[src/rtl/rs232_pkg.sv]
// Shared types and constants for the RS232 receive path.
package rs232_pkg;

   localparam int unsigned DATA_BITS = 8;
   localparam logic        LINE_IDLE = 1'b1;

   typedef enum logic [2:0] {
      IDLE,
      START,
      DATA,
      STOP,
      BREAK
   } rx_state_e;

endpackage : rs232_pkg

[src/rtl/rs232_rx_sync.sv]
// Metastability synchronizer for the asynchronous serial line; resets to idle level.
module rs232_rx_sync
   import rs232_pkg::*;
#(
   parameter int unsigned SYNC_STAGES = 2
) (
   input  logic clk,
   input  logic rst_n,
   input  logic rx,
   output logic rx_s
);

   logic [SYNC_STAGES-1:0] sync_q;

   // Shift the raw line through the flop chain; reset to idle so no false start.
   always_ff @(posedge clk or negedge rst_n) begin
      if (!rst_n) begin
         sync_q <= {SYNC_STAGES{LINE_IDLE}};
      end else begin
         sync_q <= {sync_q[SYNC_STAGES-2:0], rx};
      end
   end

   assign rx_s = sync_q[SYNC_STAGES-1];

endmodule : rs232_rx_sync

[src/rtl/rs232_receiver.sv]
// 8N1 serial receiver: start-bit qualification at mid-bit, LSB-first data,
// stop-bit check with one-shot framing error and break hold-off.
module rs232_receiver
   import rs232_pkg::*;
#(
   parameter int unsigned CLKS_PER_BIT = 16,
   parameter int unsigned SYNC_STAGES  = 2
) (
   input  logic       clk,
   input  logic       rst_n,
   input  logic       rx,
   output logic [7:0] data,
   output logic       valid,
   output logic       frame_err,
   output logic       busy
);

   localparam int unsigned HALF  = CLKS_PER_BIT / 2;
   localparam int unsigned CNT_W = $clog2(CLKS_PER_BIT);
   localparam int unsigned IDX_W = $clog2(DATA_BITS);

   logic                 rx_s;
   rx_state_e            state_q, state_d;
   logic [CNT_W-1:0]     cnt_q, cnt_d;
   logic [IDX_W-1:0]     idx_q, idx_d;
   logic [DATA_BITS-1:0] shift_q, shift_d;
   logic [DATA_BITS-1:0] data_q, data_d;
   logic                 valid_q, valid_d;
   logic                 ferr_q, ferr_d;
   logic                 cnt_last;

   rs232_rx_sync #(
      .SYNC_STAGES(SYNC_STAGES)
   ) u_sync (
      .clk  (clk),
      .rst_n(rst_n),
      .rx   (rx),
      .rx_s (rx_s)
   );

   // Start state waits half a bit to land on mid-bit; all later states wait a full bit.
   assign cnt_last = (state_q == START) ? (cnt_q == CNT_W'(HALF - 1))
                                        : (cnt_q == CNT_W'(CLKS_PER_BIT - 1));

   // Next-state, counter, shift register and output pulse logic.
   always_comb begin
      state_d = state_q;
      cnt_d   = cnt_q;
      idx_d   = idx_q;
      shift_d = shift_q;
      data_d  = data_q;
      valid_d = 1'b0;
      ferr_d  = 1'b0;

      unique case (state_q)
         IDLE: begin
            cnt_d = '0;
            idx_d = '0;
            if (rx_s != LINE_IDLE) begin
               state_d = START;
            end
         end

         START: begin
            if (cnt_last) begin
               cnt_d = '0;
               if (rx_s != LINE_IDLE) begin
                  state_d = DATA;
                  idx_d   = '0;
               end else begin
                  state_d = IDLE;
               end
            end else begin
               cnt_d = cnt_q + CNT_W'(1);
            end
         end

         DATA: begin
            if (cnt_last) begin
               cnt_d   = '0;
               shift_d = {rx_s, shift_q[DATA_BITS-1:1]};
               if (idx_q == IDX_W'(DATA_BITS - 1)) begin
                  state_d = STOP;
               end else begin
                  idx_d = idx_q + IDX_W'(1);
               end
            end else begin
               cnt_d = cnt_q + CNT_W'(1);
            end
         end

         STOP: begin
            if (cnt_last) begin
               cnt_d = '0;
               if (rx_s == LINE_IDLE) begin
                  data_d  = shift_q;
                  valid_d = 1'b1;
                  state_d = IDLE;
               end else begin
                  ferr_d  = 1'b1;
                  state_d = BREAK;
               end
            end else begin
               cnt_d = cnt_q + CNT_W'(1);
            end
         end

         BREAK: begin
            cnt_d = '0;
            if (rx_s == LINE_IDLE) begin
               state_d = IDLE;
            end
         end

         default: begin
            state_d = IDLE;
         end
      endcase
   end

   // State, counters and registered outputs.
   always_ff @(posedge clk or negedge rst_n) begin
      if (!rst_n) begin
         state_q <= IDLE;
         cnt_q   <= '0;
         idx_q   <= '0;
         shift_q <= '0;
         data_q  <= '0;
         valid_q <= 1'b0;
         ferr_q  <= 1'b0;
      end else begin
         state_q <= state_d;
         cnt_q   <= cnt_d;
         idx_q   <= idx_d;
         shift_q <= shift_d;
         data_q  <= data_d;
         valid_q <= valid_d;
         ferr_q  <= ferr_d;
      end
   end

   assign data      = data_q;
   assign valid     = valid_q;
   assign frame_err = ferr_q;
   assign busy      = (state_q != IDLE);

endmodule : rs232_receiver
[config.mk]
export PLATFORM = sky130hd
export DESIGN_NAME = rs232_receiver
export DESIGN_NICKNAME = d
export VERILOG_FILES = /design/src/rtl/rs232_pkg.sv /design/src/rtl/rs232_rx_sync.sv /design/src/rtl/rs232_receiver.sv
export SDC_FILE = /design/constraint.sdc
export NUM_CORES = 1
export LEC_CHECK = 0
export CAP_MARGIN = 0
export CORE_ASPECT_RATIO = 1.5
export CORE_MARGIN = 3
export CORE_UTILIZATION = 50
export DETAILED_ROUTE_END_ITERATION = 10
export PLACE_DENSITY = 0.74
export SLEW_MARGIN = 40
export SYNTH_ARGS = -nofsm -noshare
export SYNTH_HDL_FRONTEND = slang
export SYNTH_HIERARCHICAL = 1
export SYNTH_SLANG_ARGS = --single-unit
[constraint.sdc]
create_clock -name clk -period 1.74 [get_ports clk]
set_input_delay 0.348 -clock clk [delete_from_list [all_inputs] [get_ports clk]]
set_output_delay 0.348 -clock clk [all_outputs]
set_load 0.03 [all_outputs]
# --- Word level (Yosys, flattened, before mapping) ---
# Index checks and enable logic that the tools add are counted.
op_classes:
  n_addsub: 2
  eq_ne: 15
  mux: 23
  n_reduce_logical: 10
op_table:
  columns: ["op", "count"]
  rows:
  - ["$mux W3", 11]
  - ["$pmux W3 S5", 1]
  - ["$ne A2 B2 Y1 const B", 7]
  - ["$pmux W3 S3", 1]
  - ["$pmux W4 S2", 1]
  - ["$mux W1", 7]
  - ["$eq A3 B2 Y1 const B", 2]
  - ["$eq A3 B3 Y1 const B", 2]
  - ["$reduce_and A6 Y1", 1]
  - ["$reduce_bool A3 Y1", 2]
  - ["$reduce_and A5 Y1", 1]
  - ["$add A4 B1 Y4 const B", 1]
  - ["$eq A4 B3 Y1 const B", 1]
  - ["$eq A4 B4 Y1 const B", 1]
  - ["$mux W4", 1]
  - ["$add A3 B1 Y3 const B", 1]
  - ["$eq A3 B1 Y1 const B", 1]
  - ["$logic_not A3 Y1", 1]
  - ["$reduce_and A3 Y1", 1]
  - ["$reduce_or A3 Y1", 1]
  - ["$mux W2", 1]
  - ["$ne A2 B1 Y1 const B", 1]
  - ["$reduce_and A2 Y1", 1]
  - ["$reduce_bool A2 Y1", 1]
  - ["$reduce_or A2 Y1", 1]
word_totals:
  reg_bits: 30
  inputBits: 3
  wordCells: 58

# --- Logic depth before layout (Yosys ltp) ---
# Gate-level depths: netlist of the first run.
depth:
  depth_word: 4
  ltp_mapped: 6
  ltp_nobuf: 5

# --- By module ---
# Netlist of the first run, hierarchy kept.
modules_own_cells:
  columns: ["mod", "n_inst", "cells_each", "area_per_inst_um2", "seq_area_each_um2"]
  rows:
  - ["rs232_receiver", 1, 106, 1346.3, 700.7]
  - ["rs232_rx_sync", 1, 2, 52.6, 52.6]

# --- Worst setup path after synthesis of the first run ---
# No wires, ideal clock.
synth_timing:
  path_kind: "reg-to-reg"
  startpoint: "register cnt_q[0]"
  endpoint: "register shift_q[0]"
  setup_time_ns: 0.125
  arrival_ns: 1.520
  t_required_ns: 1.615
  path_slack_ns: 0.095
  path_stages_with_launch: 7
  n_path_buf: 2
  period_less_slack_ns: 1.645
  path_cell_list: "dfrtp_1 ha_1 and4b_1 buf_6 and2_4 buf_6 mux2_4"
synth_via:
  elab_chain_cells: 3
  elab_cells_between_ends: 4
  classes_between: "eq/ne (2); mux (1); reduce/logical (1)"
synth_lines:
  columns: ["element", "line_no", "text"]
  rows:
  - ["start, declared", "rs232_receiver.sv:24", "logic [CNT_W-1:0] cnt_q, cnt_d;"]
  - ["start signal, assigned", "rs232_receiver.sv:133", "cnt_q <= cnt_d;"]
  - ["$eq A4 B4 Y1 or $eq A4 B3 Y1 (tied branches)", "rs232_receiver.sv:43, rs232_receiver.sv:42", null]
  - ["$mux W1 (*)", "rs232_receiver.sv:42", "assign cnt_last = (state_q == START) ? (cnt_q == CNT_W'(HALF - 1))"]
  - ["$reduce_and A2 Y1 (no line) (*)", null, null]
  - ["end signal, assigned", "rs232_receiver.sv:135", "shift_q <= shift_d;"]
  - ["end, declared", "rs232_receiver.sv:26", "logic [DATA_BITS-1:0] shift_q, shift_d;"]
# Every way passes the cells marked *; elsewhere a longest branch is shown, timed or not.
# A chain may end at the register's enable or synchronous reset.

# --- Worst setup path after layout of the first run ---
layout_timing:
  startpoint: "register data_q[0], in the netlist data[0]"
  endpoint: "output port data[0]"
layout_rtl:
  columns: ["element", "line_no", "text"]
  rows:
  - ["start, declared", "rs232_receiver.sv:27", "logic [DATA_BITS-1:0] data_q, data_d;"]
  - ["start signal, assigned", "rs232_receiver.sv:136", "data_q <= data_d;"]
  - ["end, declared", "rs232_receiver.sv:12", "output logic [7:0] data,"]
# No word-level cell between the ends.

==> flow_summary.ini, run 1 <==
[status]
status = finished, final reports clean

[worst_hold_path]
hp-start = u_sync/sync_q[0]$_DFF_PN1_
hold_end = u_sync/sync_q[1]$_DFF_PN1_
hold_class = reg -> reg
min_path_cells = 0

[floorplanning]
die_area_um2 = 3481
core_um2 = 2560
row_count = 22
initial_core_util_pct = 54.64
die_w_um = 49.19
io_pins = 14
die_h_um = 70.78

[global_routing]
globalRouteMet1Util_pct = 18.33
use_met3_pct = 5.263
grt.total_usage_pct = 15.84
grt_util_met2_pct = 26.12
grt_max_degree = 31
grt_pass1_wl_mm = 4.167
first_global_vias = 889
antenna_found_initial = 0
top_usage_layer = met2
grt_overflow = 0

[critical_path]
cp_slowest_cell = clkdlybuf4s50_1
worstPathRequired_ns = 1.39
cp_slowest_stage_delay_ns = 0.67
cp-end-kind = primary output
r2r-end = shift_q[6]$_DFFE_PN0P_
cp-start-kind = register
r2r_slack_ns = 0.16
crit_buf_inv = 1
critPathMaxFanout = 2
r2r-start = cnt_q[1]$_DFFE_PN0P_
critPathKind = reg -> out
path_cells = clkdlybuf4s50_1
arrival_ns = 1.34
critPathTopFamily = buffers and inverters
reg2reg_depth = 4

[power_and_ir_drop]
p_per_area_nw_per_um2 = 1230
finalPower_mw = 2.034
p_leak_nw = 0.8694
ir_worst_vdd_mv = 0.7630

[logic_synthesis]
syn_nets = 114
syn_area_um2 = 1399
synth_cells = 108
synthDistinctLibCells = 33
synth_ff_type = dfrtp_1
synth_area_leaders = dfrtp_1 50%, mux2_4 8.6%, mux2_2 6.4%
yosysSeqAreaShare_pct = 53.85
synth.most_common_cell = dfrtp_1
synth_common_cells = 28 x dfrtp_1, 8 x mux2_2, 8 x mux2_4
avgSynthCellArea_um2 = 12.95
ys_ff_latch = 30
synth_edf_count = 0
synth-async-reset-ratio_pct = 100.0
synth_top_area_share_pct = 50.09
yosysWarnings = 6
yosysTopAreaCell = dfrtp_1

[timing]
fin_crit_ns = 1.690
slew_headroom_pct = 75.44
rsz0062_at_grt = no
finalMaxSlewViolations = 0
hold_viol_final = 0
fmax_mhz = 591.6
skew_ns = 0.006730
worstMarginPinSlew_ns = 0.3684
tns_ns = 0
finalSetupViolCount = 0
post-route-period-util_pct = 97.15
fin_ws_ns = 0.04962
timing.hold.ws_ns = 0.3584

[clock_tree]
ctsHoldBuffers = 0
clkTransAtPathRegs_ns = 0.09
clkLatencyLatePin_ns = 0.32
cts-htree-levels = 2
tritoncts = done
cts-root-buf = clkbuf_4
clkSinkCount = 30
clk_path_buf_depth = 2
cts_buffers = 5

[layout]
fin_nets = 134
drive_gt1_share_pct = 28.68
n_antenna_cell = 0
areaGrowthSynthToFinish_pct = 18.25
post-route-util_pct = 64.61

[place]
place_worst_setup_slack_ns = 0.1705
io_buffers = 13
globalplace.congestion = 0.7716
hpwl_mm = 1.696

[routing]
drt-total-wl_mm = 2.372
vias = 890
detail-route-antenna-nets = 0
viasPerCell = 5.394
wl_per_cell_um = 14.38
first_iter_violations = 29
drc = 0
drt-pass1-iter-count = 4

[flow_run]
drv_cap = 0
-- report_power, final --
part,leakage [nW],total [mW],internal (mW),switching [mW]
Combinational,0.445,0.629,0.314,0.315
Sequential,0.389,0.984,0.816,0.169
Clock,0.0353,0.421,0.195,0.225
Total,0.869,2.03,1.33,0.709
-- per-stage QoR --
stage | cells | cell area (µm²)
after floorplan | 108 | 1399
after global placement | 157 | 1573
after detailed placement | 157 | 1573
after global routing | 165 | 1654
after CTS | 165 | 1637
final | 165 | 1654
-- cell usage in the layout, fill, tap and decap left out, drive strengths merged --
cell type / count
clkinv: 1
mux2i: 1
nand4b: 2
nor2b: 2
ha: 3
a32o: 1
clkbuf: 7
nand3: 3
a41oi: 1
mux2: 16
dfstp: 2
clkdlybuf4s50: 5
and3: 1
o211ai: 3
nand4: 1
xnor2: 2
nor2: 7
buf: 8
a22oi: 1
o21ai: 2
o311ai: 3
a221oi: 1
dlymetal6s2s: 7
and4b: 1
nand2: 3
dfrtp: 28
nand3b: 2
and2: 2
nand4bb: 1
a311oi: 3
a21oi: 3
inv: 6
-- flip-flops by register name, indices dropped and copies added (netlist names) --
| register | flops |
|---|---|
| cnt_q | 4 |
| u_sync/sync_q | 2 |
| state_q | 3 |
| valid | 1 |
| shift_q | 8 |
| frame_err | 1 |
| data | 8 |
| idx_q | 3 |
-- kinds of logic after synthesis --
family | count (synthesis) | synth area share (%)
compound gates | 18 | 9.661
xor+xnor | 2 | 1.252
fa+ha+maj | 3 | 2.684
buf+inv | 13 | 5.277
flops | 30 | 53.85
mux | 17 | 15.74
simple gates | 25 | 11.54
-- how the worst max path moves through the flow --
stage	depth (start not counted)	end	slack, ns	start
6_report	1	data[0]	0.05	data[0]$_DFFE_PN0P_
5_1_grt	1	data[0]	0.007	data[0]$_DFFE_PN0P_
4_1_cts	1	data[2]	0.001	data[2]$_DFFE_PN0P_
3_5_place_dp	4	shift_q[5]$_DFFE_PN0P_	0.17	cnt_q[1]$_DFFE_PN0P_
3_3_place_gp	5	cnt_q[3]$_DFFE_PN0P_	0.22	cnt_q[0]$_DFFE_PN0P_
2_1_floorplan	6	shift_q[0]$_DFFE_PN0P_	0.09	cnt_q[0]$_DFFE_PN0P_
-- final cells by class --
| class | instances | area, µm² |
|---|---|---|
| clock buffers | 7 | 55.05 |
| clock inverters | 1 | 5.005 |
| fillers | 190 | 905.9 |
| inverters | 6 | 22.52 |
| multi-input cells | 65 | 574.3 |
| flip-flops and latches | 30 | 754.5 |
| well taps | 36 | 45.04 |
| repair buffers | 20 | 197.7 |
-- layer usage --
layer	vias to the layer above	wire, µm
li1	430	-
met1	437	974
met2	17	1256
met3	6	94
met4	0	46
met5	-	0
-- what timing repair did --
| item | in CTS | in global routing |
|---|---|---|
| endpoints found under the setup margin | 1 | 7 |
| buffers inserted | 0 | 0 |
| resized for setup | 2 | 7 |
| hold endpoints to repair | 0 | 0 |
Power figures use the tool's default switching activity.
==> run 2, diff against run 1 <==
--- a/config.mk
+++ b/config.mk
@@ -10,6 +10,7 @@
 export CORE_MARGIN = 3
 export CORE_UTILIZATION = 50
 export DETAILED_ROUTE_END_ITERATION = 10
+export GPL_ROUTABILITY_DRIVEN = 1
 export PLACE_DENSITY = 0.74
 export SLEW_MARGIN = 40
 export SYNTH_ARGS = -nofsm -noshare
==> results of run 2 <==
Final layout, timing and power as in run 1 (identical DEF).
==> variant: new RTL, config.mk and constraints of run 1 <==
`CLKS_PER_BIT`: 16 -> 32.
--- a/src/rtl/rs232_receiver.sv
+++ b/src/rtl/rs232_receiver.sv
@@ -4,5 +4,5 @@
    import rs232_pkg::*;
 #(
-   parameter int unsigned CLKS_PER_BIT = 16,
+   parameter int unsigned CLKS_PER_BIT = 32,
    parameter int unsigned SYNC_STAGES  = 2
 ) (
Behaviour: same outputs for any inputs over 10 cycles, from zero or initial values and one cycle with rst_n low; that may be too few to reach the edited logic, so the function may still have changed.
==> variant against run 1 <==
- clock power grew 25%
- via count rose by 12%
- fmax down 0.84%
- die area grew 3.5%
- power shrank 6.8%
- worst setup slack got worse by 14 ps
- hold slack worse by 3.6 ps
- routed wire length is 15% higher
- sequential cell count grew 1
- synthesized area rose by 3.8%
- synthesized cell count rose by 7.4%
- critical path depth rose by 1
- core utilization rose by 0.28 points
- design area is 7.3% higher
- highest routed layer unchanged
==> variant: results (changes against run 1) <==
| Metric | Value |
|---|---|
| Sequential-to-total area share from yosys stat | `53.6% (-0.27 points)` |
| Cts bufs inserted | `5 (unchanged)` |
| Peak VDD IR | `0.771 mV (+1.0%)` |
| Crit-path max FO | `2 (unchanged)` |
| Yosys warns | `6 (unchanged)` |
| Buffering overhead | `12.6% (+0.60 points)` |
| Longest Clk Path Bufs | `2 (unchanged)` |
| Signal buffers | `22 (+10%)` |
| Antenna Cells | `0 (unchanged)` |
| Asr flop ratio synth | `100% (unchanged)` |
| Measured slew at the worst slew-check pin | `382 ps (+13.5 ps)` |
| Commonest cells post-synth | `dfrtp_1, mux2_2, mux2_4, nor2_1, nand2_1` |
| GP Congestion | `0.833 (+7.9%)` |
| Number of H-tree levels | `2 (unchanged)` |
| Non-clock inverters | `1 (-5)` |
| Leakage | `0.786 nW (-9.5%)` |
| Final WL | `2.74 mm (+15%)` |
| Comb_multi_in | `78 (+20%)` |
| #FFs+latches synth | `31 (+3.3%)` |
| Fillers | `215 (+13%)` |
| Clk root buf | `clkbuf_8` |
| FF-to-FF path depth | `5 (+1)` |
| Synth top area cells | `dfrtp_1, mux2_4, mux2_2` |
| Hold path cells | `0 (unchanged)` |
| Synth cell types | `39 (+18%)` |
| Syn nets | `122 (+7.0%)` |
| Largest net degree at the start of global routing | `32 (+3.2%)` |
| Final Net Count | `145 (+8.2%)` |
| DP HPWL | `1.86 mm (+9.5%)` |
| Worst skew pair latency | `280 ps (-40 ps)` |
| Status | `completed` |
| Share of cells above drive strength 1 | `26.4% (-2.3 points)` |
| Drt initial violations | `20 (-31%)` |
| Final Skew | `2.42 ps (-4.31 ps)` |
| Clock buf count | `7 (unchanged)` |
| Worst EP arrival | `1360 ps (+20 ps)` |
| Detailed Routing Iterations Pass 1 | `4 (unchanged)` |
| Clk tree area frac | `4.58% (+0.95 points)` |
| Vias per Instance | `5.66 (+4.8%)` |
| Footprint of the multi-input gates | `642 µm² (+12%)` |
| First-pass GRT wire length | `4.64 mm (+11%)` |
| Total GRT Usage | `17.3% (+1.4 points)` |
| Vias in the first global route | `1028 (+16%)` |
| Post-CTS setup buffers | `0 (unchanged)` |
| Reg area | `778 µm² (+3.2%)` |
| CTS clk-pin slew, worst paths | `60 ps (-30 ps)` |
## variant: per-stage QoR
stage	cells	cell area (µm²)	worst slack [ps]
after floorplan	116	1450	159
after global routing	177	1770	0.820
after CTS	177	1770	25.1
after detailed placement	169	1690	55.0
after global placement	169	1690	88.2
final	177	1770	35.3
## variant: cell families (layout without fill, tap and decap cells)
group,count (synthesis),after routing,synth area share [%]
flip-flops,31,31,53.6
buffers and inverters,7,31,2.67
XOR/XNOR,2,2,1.21
multiplexers,17,17,15.2
adder cells (fa/ha/maj),3,3,2.58
AO/OA/AOI/OAI,21,21,10.2
AND/OR/NAND/NOR,35,35,14.6
## variant: final timing paths
check / startpoint / to / slack (ps)
worst max-delay path: state_q[2] / busy / 40
worst min-delay path: u_sync/sync_q[0] / u_sync/sync_q[1] / 350
worst max register to register: cnt_q[1] / data[6] / 90
worst min register to register: u_sync/sync_q[0] / u_sync/sync_q[1] / 350
max in group asynchronous: rst_n / u_sync/sync_q[0] / 960
min in group asynchronous: rst_n / data[4] / 470
## variant: layer usage
layer | vias up | global-route usage, % | part of all wire, %
met1 | 513 | 17.6 | 40
met2 | 14 | 29.8 | 55
li1 | 466 | - | -
met4 | 0 | 9.23 | 1.9
met5 | - | 0 | 0
met3 | 8 | 6.78 | 3.7
## variant: critical path, cell delays in order, from the launching register on
cell and delay (ps):
dfrtp_1 380, or3_1 360, clkdlybuf4s15_1 340
## variant: power breakdown
part           internal [W]  leakage (nW)  switching, W
sequential         0.000803         0.410      0.000113
clock              0.000280        0.0422      0.000248
combinational      0.000186         0.334      0.000266
## variant: timing repair
item / CTS / global route
setup endpoints to repair: 1 / 3
endpoints found under the hold margin: 0 / 0
pin swaps: 0 / 0
resized for setup: 1 / 2
